<file path="src/rtl/dds_pkg.sv">
// Shared types, frame geometry and ramp-direction helper for the DDS frame scheduler.
package dds_pkg;

    localparam int FRAME_W  = 184;
    localparam int INIT_W   = 232;
    localparam int CNT_W    = 10;
    localparam int DR_S_LO  = 8;
    localparam int DR_S_HI  = 39;
    localparam int DR_E_LO  = 40;
    localparam int DR_E_HI  = 71;
    localparam int DR_FW    = DR_S_HI - DR_S_LO + 1;

    typedef enum logic [3:0] {
        ST_IDLE       = 4'd0,
        ST_RST_PULSE  = 4'd1,
        ST_RST_WAIT   = 4'd2,
        ST_START      = 4'd3,
        ST_SHIFT_WAIT = 4'd4,
        ST_UPD_WAIT   = 4'd5,
        ST_UPD_PULSE  = 4'd6,
        ST_DR_WAIT    = 4'd7,
        ST_DR_PULSE   = 4'd8,
        ST_HOLD       = 4'd9,
        ST_ABORT      = 4'd10
    } state_e;

    typedef enum logic [1:0] {
        DIR_EQ   = 2'd0,
        DIR_UP   = 2'd1,
        DIR_DOWN = 2'd2
    } dr_dir_e;

    // Fields are shifted LSB-first, so the lowest frame bit of each field is its MSB.
    function automatic dr_dir_e dr_dir(input logic [2*DR_FW-1:0] fld);
        logic [DR_FW-1:0] s_v;
        logic [DR_FW-1:0] e_v;
        for (int i = 0; i < DR_FW; i++) begin
            s_v[DR_FW-1-i] = fld[i];
            e_v[DR_FW-1-i] = fld[(DR_E_LO - DR_S_LO) + i];
        end
        if (s_v > e_v) begin
            return DIR_DOWN;
        end else if (s_v < e_v) begin
            return DIR_UP;
        end else begin
            return DIR_EQ;
        end
    endfunction

endpackage

</file>
<file path="src/rtl/dds_req_sync.sv">
// Request capture: 2-FF synchronizer, rising-edge detect and sticky pending flag.
module dds_req_sync (
    input  logic clk,
    input  logic rst_n,
    input  logic req,
    input  logic clr,
    output logic pend
);

    logic [2:0] sync_r;
    logic       pend_r;
    logic       edge_s;

    // Two synchronizer stages plus one history stage for the edge detector.
    always_ff @(posedge clk or negedge rst_n) begin
        if (!rst_n) begin
            sync_r <= 3'b000;
        end else begin
            sync_r <= {sync_r[1:0], req};
        end
    end

    assign edge_s = sync_r[1] & ~sync_r[2];

    // A fresh edge wins over a same-cycle clear so no request is dropped.
    always_ff @(posedge clk or negedge rst_n) begin
        if (!rst_n) begin
            pend_r <= 1'b0;
        end else if (edge_s) begin
            pend_r <= 1'b1;
        end else if (clr) begin
            pend_r <= 1'b0;
        end else begin
            pend_r <= pend_r;
        end
    end

    assign pend = pend_r;

endmodule

</file>
<file path="src/rtl/dds_frame_scheduler.sv">
// Arbitrates init/sweep frames onto the shared serial writer and sequences
// IO_RESET, IO_UPDATE and DR_CTL around each frame.
module dds_frame_scheduler
    import dds_pkg::*;
#(
    parameter int UPD_DELAY = 49,
    parameter int PULSE_LEN = 5,
    parameter int RST_GAP   = 48,
    parameter int DR_DELAY  = 19,
    parameter int HOLDOFF   = 16,
    parameter int TIMEOUT   = 1023
) (
    input  logic               ten_MHz_ext,
    input  logic               rst_n,
    input  logic               init_req,
    input  logic               sweep_req,
    input  logic [FRAME_W-1:0] sweep_frame,
    output logic               ser_start,
    output logic               ser_sel,
    output logic [FRAME_W-1:0] ser_frame,
    input  logic               ser_done,
    output logic               IO_RESET,
    output logic               IO_UPDATE,
    output logic               DR_CTL,
    output logic               init_done,
    output logic               busy,
    output logic               fault
);

    localparam logic [CNT_W-1:0] ZERO_LD  = {CNT_W{1'b0}};
    localparam logic [CNT_W-1:0] PULSE_LD = CNT_W'(PULSE_LEN - 1);
    localparam logic [CNT_W-1:0] GAP_LD   = CNT_W'(RST_GAP - 1);
    localparam logic [CNT_W-1:0] UPD_LD   = CNT_W'(UPD_DELAY - 1);
    localparam logic [CNT_W-1:0] DR_LD    = CNT_W'(DR_DELAY - 1);
    localparam logic [CNT_W-1:0] HOLD_LD  = CNT_W'(HOLDOFF - 1);
    localparam logic [CNT_W-1:0] TO_LD    = CNT_W'(TIMEOUT);

    state_e             state_r, next_state_s;
    logic [CNT_W-1:0]   cnt_r, next_cnt_s;
    logic               cnt_zero_s;
    logic               init_pend_s, sweep_pend_s;
    logic               grant_init_s, grant_sweep_s, done_set_s, fault_set_s;
    logic               sel_r, init_done_r, fault_r, dr_ctl_r;
    logic [FRAME_W-1:0] frame_r;
    logic               ser_start_r, io_reset_r, io_update_r, busy_r;
    dr_dir_e            dr_dir_s;
    logic               dr_rest_s, dr_pulse_s;

    dds_req_sync u_init_sync (
        .clk   (ten_MHz_ext),
        .rst_n (rst_n),
        .req   (init_req),
        .clr   (grant_init_s),
        .pend  (init_pend_s)
    );

    dds_req_sync u_sweep_sync (
        .clk   (ten_MHz_ext),
        .rst_n (rst_n),
        .req   (sweep_req),
        .clr   (grant_sweep_s),
        .pend  (sweep_pend_s)
    );

    assign cnt_zero_s = (cnt_r == ZERO_LD);

    // Next-state, counter reload on state entry, and grant/flag strobes.
    always_comb begin
        next_state_s  = state_r;
        next_cnt_s    = cnt_zero_s ? cnt_r : (cnt_r - {{(CNT_W-1){1'b0}}, 1'b1});
        grant_init_s  = 1'b0;
        grant_sweep_s = 1'b0;
        done_set_s    = 1'b0;
        fault_set_s   = 1'b0;
        case (state_r)
            ST_IDLE: begin
                if (init_pend_s) begin
                    grant_init_s = 1'b1;
                    next_state_s = ST_RST_PULSE;
                    next_cnt_s   = PULSE_LD;
                end else if (sweep_pend_s && init_done_r) begin
                    grant_sweep_s = 1'b1;
                    next_state_s  = ST_START;
                    next_cnt_s    = ZERO_LD;
                end else begin
                    next_state_s = ST_IDLE;
                end
            end
            ST_RST_PULSE: begin
                if (cnt_zero_s) begin
                    next_state_s = ST_RST_WAIT;
                    next_cnt_s   = GAP_LD;
                end else begin
                    next_state_s = ST_RST_PULSE;
                end
            end
            ST_RST_WAIT: begin
                if (cnt_zero_s) begin
                    next_state_s = ST_START;
                    next_cnt_s   = ZERO_LD;
                end else begin
                    next_state_s = ST_RST_WAIT;
                end
            end
            ST_START: begin
                next_state_s = ST_SHIFT_WAIT;
                next_cnt_s   = TO_LD;
            end
            ST_SHIFT_WAIT: begin
                if (ser_done) begin
                    next_state_s = ST_UPD_WAIT;
                    next_cnt_s   = UPD_LD;
                end else if (cnt_zero_s) begin
                    fault_set_s  = 1'b1;
                    next_state_s = ST_ABORT;
                    next_cnt_s   = PULSE_LD;
                end else begin
                    next_state_s = ST_SHIFT_WAIT;
                end
            end
            ST_UPD_WAIT: begin
                if (cnt_zero_s) begin
                    next_state_s = ST_UPD_PULSE;
                    next_cnt_s   = PULSE_LD;
                end else begin
                    next_state_s = ST_UPD_WAIT;
                end
            end
            ST_UPD_PULSE: begin
                if (cnt_zero_s && sel_r) begin
                    next_state_s = ST_DR_WAIT;
                    next_cnt_s   = DR_LD;
                end else if (cnt_zero_s) begin
                    done_set_s   = 1'b1;
                    next_state_s = ST_HOLD;
                    next_cnt_s   = HOLD_LD;
                end else begin
                    next_state_s = ST_UPD_PULSE;
                end
            end
            ST_DR_WAIT: begin
                if (cnt_zero_s) begin
                    next_state_s = ST_DR_PULSE;
                    next_cnt_s   = PULSE_LD;
                end else begin
                    next_state_s = ST_DR_WAIT;
                end
            end
            ST_DR_PULSE, ST_ABORT: begin
                if (cnt_zero_s) begin
                    next_state_s = ST_HOLD;
                    next_cnt_s   = HOLD_LD;
                end else begin
                    next_state_s = state_r;
                end
            end
            ST_HOLD: begin
                if (cnt_zero_s) begin
                    next_state_s = ST_IDLE;
                    next_cnt_s   = ZERO_LD;
                end else begin
                    next_state_s = ST_HOLD;
                end
            end
            default: begin
                next_state_s = ST_IDLE;
                next_cnt_s   = ZERO_LD;
            end
        endcase
    end

    // Ramp rest/pulse levels from the latched S/E fields; equal fields leave DR_CTL alone.
    always_comb begin
        dr_dir_s   = dr_dir(frame_r[DR_E_HI:DR_S_LO]);
        dr_rest_s  = dr_ctl_r;
        dr_pulse_s = dr_ctl_r;
        case (dr_dir_s)
            DIR_DOWN: begin
                dr_rest_s  = 1'b1;
                dr_pulse_s = 1'b0;
            end
            DIR_UP: begin
                dr_rest_s  = 1'b0;
                dr_pulse_s = 1'b1;
            end
            default: begin
                dr_rest_s  = dr_ctl_r;
                dr_pulse_s = dr_ctl_r;
            end
        endcase
    end

    // State, counter and strobe outputs decoded from the next state so they align with state_r.
    always_ff @(posedge ten_MHz_ext or negedge rst_n) begin
        if (!rst_n) begin
            state_r     <= ST_IDLE;
            cnt_r       <= ZERO_LD;
            ser_start_r <= 1'b0;
            io_reset_r  <= 1'b0;
            io_update_r <= 1'b0;
            busy_r      <= 1'b0;
        end else begin
            state_r     <= next_state_s;
            cnt_r       <= next_cnt_s;
            ser_start_r <= (next_state_s == ST_START);
            io_reset_r  <= (next_state_s == ST_RST_PULSE) || (next_state_s == ST_ABORT);
            io_update_r <= (next_state_s == ST_UPD_PULSE);
            busy_r      <= (next_state_s != ST_IDLE);
        end
    end

    // Grant-time latches and sticky status flags.
    always_ff @(posedge ten_MHz_ext or negedge rst_n) begin
        if (!rst_n) begin
            sel_r       <= 1'b0;
            frame_r     <= {FRAME_W{1'b0}};
            init_done_r <= 1'b0;
            fault_r     <= 1'b0;
        end else begin
            if (grant_sweep_s) begin
                sel_r   <= 1'b1;
                frame_r <= sweep_frame;
            end else if (grant_init_s) begin
                sel_r   <= 1'b0;
                frame_r <= frame_r;
            end else begin
                sel_r   <= sel_r;
                frame_r <= frame_r;
            end
            init_done_r <= init_done_r | done_set_s;
            if (fault_set_s) begin
                fault_r <= 1'b1;
            end else if (grant_init_s) begin
                fault_r <= 1'b0;
            end else begin
                fault_r <= fault_r;
            end
        end
    end

    // DR_CTL takes its rest level on entering and leaving the ramp pulse window.
    always_ff @(posedge ten_MHz_ext or negedge rst_n) begin
        if (!rst_n) begin
            dr_ctl_r <= 1'b0;
        end else if ((state_r == ST_UPD_PULSE && next_state_s == ST_DR_WAIT) ||
                     (state_r == ST_DR_PULSE && next_state_s == ST_HOLD)) begin
            dr_ctl_r <= dr_rest_s;
        end else if (state_r == ST_DR_WAIT && next_state_s == ST_DR_PULSE) begin
            dr_ctl_r <= dr_pulse_s;
        end else begin
            dr_ctl_r <= dr_ctl_r;
        end
    end

    assign ser_start = ser_start_r;
    assign ser_sel   = sel_r;
    assign ser_frame = frame_r;
    assign IO_RESET  = io_reset_r;
    assign IO_UPDATE = io_update_r;
    assign DR_CTL    = dr_ctl_r;
    assign init_done = init_done_r;
    assign busy      = busy_r;
    assign fault     = fault_r;

endmodule

</file>
<file path="config.mk">
export PLATFORM = sky130hd
export DESIGN_NAME = dds_frame_scheduler
export DESIGN_NICKNAME = d
export VERILOG_FILES = /design/src/rtl/dds_pkg.sv /design/src/rtl/dds_req_sync.sv /design/src/rtl/dds_frame_scheduler.sv
export SDC_FILE = /design/constraint.sdc
export NUM_CORES = 1
export LEC_CHECK = 0
export CAP_MARGIN = 0
export CORE_MARGIN = 2
export CORE_UTILIZATION = 36
export CTS_BUF_LIST = sky130_fd_sc_hd__clkbuf_8
export CTS_CLUSTER_DIAMETER = 50
export DETAILED_ROUTE_END_ITERATION = 10
export PLACE_DENSITY = 0.69
export SLEW_MARGIN = 25
export SYNTH_ARGS = -nofsm -noshare
export SYNTH_HDL_FRONTEND = slang
export SYNTH_SLANG_ARGS = --single-unit
</file>
<file path="constraint.sdc">
create_clock -name ten_MHz_ext -period 3.2 [get_ports ten_MHz_ext]
set_input_delay 0.64 -clock ten_MHz_ext [delete_from_list [all_inputs] [get_ports ten_MHz_ext]]
set_output_delay 0.64 -clock ten_MHz_ext [all_outputs]
set_load 0.03 [all_outputs]
</file>
==> metrics.md <==
| Metric | Value |
|---|---|
| Core area | `about 26,000 sq um` |
| Worst Skew | `0.0305 ns` |
| Status | `complete, no violations` |
| Post-route setup TNS | `0 ns` |
| Final period util | `roughly nine tenths` |
| Final net count | `1,377` |
| # fillers | `2,233` |
| Initial Utilization | `between 30% and 40%` |
| Final setup violation count | `0` |
| Final core utilization | `between 50 and 60%` |
| DR DRC count | `0` |
| Reg2Reg Setup Slack | `around 0.30 ns` |
| Slowest cell on crit path | `or4b_4` |
| Final GP Congestion | `between 0.8 and 0.9` |
| Count leader, synth | `dfrtp_1` |
| Synth cell count leaders | `dfrtp_1 (214), mux2_2 (154), nand2_1 (63)` |
| Critical Path AT | `between 3 and 4 ns` |
| CTS tree | `done` |
| Max-cap viol count | `0` |
| DRT Wirelength | `~28,000 um` |
| Root buffer cell | `clkbuf_8` |
| Avg Vias per Cell | `4.89` |
| Most frequent CP cell | `inv_1` |
| Power Density | `around 460 nW/um^2` |
| R2R depth | `9` |
| Family with the most delay on the worst path | `simple AND/OR/NAND/NOR gates` |
| Post-synth top flop | `dfrtp_1` |
| Synthesized Nets | `between 900 and 1,000` |
| Chip height | `about 170 um` |
| HPWL after detailed placement | `approximately 21,000 um` |
| WS Path Type | `reg2reg` |
| Cts hold-fix bufs | `0` |
| Mapped Area | `9410 sq um` |
| I/O Pins | `~380` |
| Ys async rst share | `100%` |
| Area of the multi-input gates | `3710 sq um` |
| Die width | `roughly 170 um` |
| Inserted Clock Buffers | `41` |
| Die ar. | `about 27,000 sq um` |
| Register area | `roughly 5400 sq um` |
| Port Buffers | `380` |
| Critical Path Start | `cnt_r[0]` |
| Total gr overflow | `0` |
| Clk_lat worst skew | `about 0.54 ns` |
| Average cell area after synthesis | `between 10 and 15 sq um` |
| Capture point of the worst reg-to-reg path | `IO_RESET` |
| Seq cells post-synth | `214` |
| Global-route wire length before repair | `43,900 um` |
| CP Cell Sequence | `inv_1, ha_1, or4b_4, nor3_4, inv_1, nor4b_2, or3_4, inv_1, a31o_1` |
| Routed wire per std cell | `18.4 um` |
| Period minus WS final | `about 2.9 ns` |
| Clk buf depth | `3` |
| Max Fanout on Critical Path | `12` |
| Critical path depth | `9` |
| Share of cells above drive strength 1 | `about 20%` |
| LEAKAGE | `0.00674 uW` |
| CTS resizes | `0` |
| CP bufs+invs | `3` |
| Count of pins over their slew limit | `0` |
| GR Util All Layers | `about a fifth` |
| Antenna Nets Post-Route | `0` |
| Max Clock Freq | `around 340 MHz` |
| Post-synthesis sequential area ratio | `between 50 and 60%` |
| Critical path's largest stage delay | `~0.48 ns` |
| CP Launch Type | `register` |
| Yosys warnings | `0` |
| Mapped Cells | `753` |
| Fin. Hold Viols | `0` |
| Number of DRC markers in iteration 0 | `326` |
| Endpoint type of the worst setup path | `register` |
| Least-Margin Pin Slew | `between 0.8 and 0.9 ns` |
| P&R area growth vs syn | `53.6%` |
| Largest net degree at the start of global routing | `99` |
| Initial antenna violation count | `0` |
| Cell row count | `between 50 and 60` |
| Hold Path Class | `in2async` |
| Post-CTS setup-driven buffer insertion count | `0` |
| H-tree levels | `2` |
| CP Data Required Time | `3.61 ns` |
| Max_slew headroom | `about 40%` |
| CP endpoint | `IO_RESET` |
| RSZ-0062 raised after global routing | `no` |
| 1st-pass router iterations | `4` |
| DR vias | `7,391` |
| Critical R2R Launch | `cnt_r[0]` |
| Worst VDD drop | `around 0.00034 V` |
| EDFF count, synth | `0` |
| Synth area leader | `dfrtp_1` |
| Total clock sinks | `about 210` |
| Number of global-route vias before repair | `roughly 7,700` |
| Netlist cell types | `56` |
| Largest cells by area after synthesis | `dfrtp_1 (57%), mux2_2 (18%), ha_1 (4.8%), o21ai_0 (2.7%), nand2_1 (2.5%)` |
| Synth top area share | `between 50% and 60%` |
| Clk slew on worst S/H paths | `0.06 ns` |
-- sequential cells by signal (all words and copies together), names as in the netlist --
name	cells
u_init_sync.pend	1
fault	1
IO_RESET	1
u_sweep_sync.pend	1
ser_sel	1
cnt_r	10
IO_UPDATE	1
busy	1
u_init_sync.sync_r	3
ser_frame	184
DR_CTL	1
ser_start	1
u_sweep_sync.sync_r	3
state_r	4
init_done	1
-- through the flow --
step                area (sq um)  cells  hold WS [ns]  setup WS, ns  power (uW)
floorplan                   9410    753         0.331         0.878        3500
global placement           13600   1444         0.336         0.425        3940
detailed placement         13600   1444         0.340         0.327        3960
CTS                        14500   1510        0.0476         0.292        6800
global route               14500   1510        0.0781        0.0470        7020
finish                     14500   1511        0.0740         0.296        6690
-- report_power, final --
| part | internal, uW | switching [uW] |
|---|---|---|
| clock | 1630 | 1150 |
| combinational | 515 | 507 |
| sequential | 2800 | 98.0 |
-- cell families (layout without fill, tap and decap cells) --
family | Yosys count | after routing | share of synthesized area [%]
flip-flops | 214 | 214 | 56.9
multiplexers | 155 | 155 | 18.5
AND/OR/NAND/NOR | 143 | 143 | 7.51
AO/OA/AOI/OAI | 121 | 121 | 8.18
buffers and inverters | 80 | 502 | 3.70
adder cells (fa/ha/maj) | 36 | 36 | 4.79
XOR/XNOR | 4 | 4 | 0.372
other | 0 | 1 | 0
-- cells in the final DEF (no fill, tap or decap), types with 3 or more instances in the layout --
cell / Yosys / final
nand3_1: 11 / 11
and3_1: 4 / 4
clkinv_2: 0 / 3
nand2b_1: 5 / 5
or4_1: 3 / 3
nor4_1: 4 / 4
nand4_1: 5 / 5
dfrtp_1: 214 / 214
a21o_1: 5 / 5
a31oi_1: 4 / 4
clkdlybuf4s50_1: 0 / 379
o21ai_0: 50 / 50
buf_4: 0 / 6
nor2b_1: 5 / 5
nor3_1: 10 / 9
o22ai_1: 4 / 4
o31ai_1: 4 / 4
ha_1: 36 / 36
nor2_1: 20 / 20
nand2_1: 63 / 63
mux2_2: 154 / 154
a22oi_1: 3 / 3
clkbuf_8: 0 / 46
bufinv_16: 0 / 4
a21oi_1: 25 / 25
buf_12: 0 / 6
a221oi_1: 3 / 3
inv_1: 44 / 55
-- worst register-to-register path, delay by kind of cell (launching register included) --
kind                     cells  cell delay, ns
AO/OA/AOI/OAI                1            0.20
adder cells (fa/ha/maj)      1            0.17
buffers and inverters        3            0.51
flip-flops                   1            0.41
AND/OR/NAND/NOR              4            1.48
-- worst min path at each step --
stage                     slack [ns]                      to  cells after the start
after floorplan                 0.33   u_init_sync.sync_r[1]                      0
after global placement          0.34  u_sweep_sync.sync_r[1]                      0
after detailed placement        0.34   u_init_sync.sync_r[1]                      0
after CTS                       0.05           ser_frame[66]                      1
after global routing            0.08           ser_frame[66]                      1
final                           0.07           ser_frame[66]                      1
-- area by class of cell --
class | instances | share of cell area, %
Tap cell | 335 | 2.90
Sequential cell | 214 | 37.1
Multi-Input combinational cell | 459 | 25.7
Inverter | 44 | 1.14
Timing Repair Buffer | 392 | 27.5
Clock inverter | 20 | 1.33
Clock buffer | 46 | 4.38
Antenna cell | 1 | 0.0173
-- layer usage --
| layer | track usage [%] | wire length, um |
|---|---|---|
| met1 | 25.1 | 11500 |
| met2 | 33.9 | 13900 |
| met3 | 6.02 | 1900 |
| met4 | 5.44 | 632 |
| met5 | 0 | 0 |
Power figures use the tool's default switching activity.
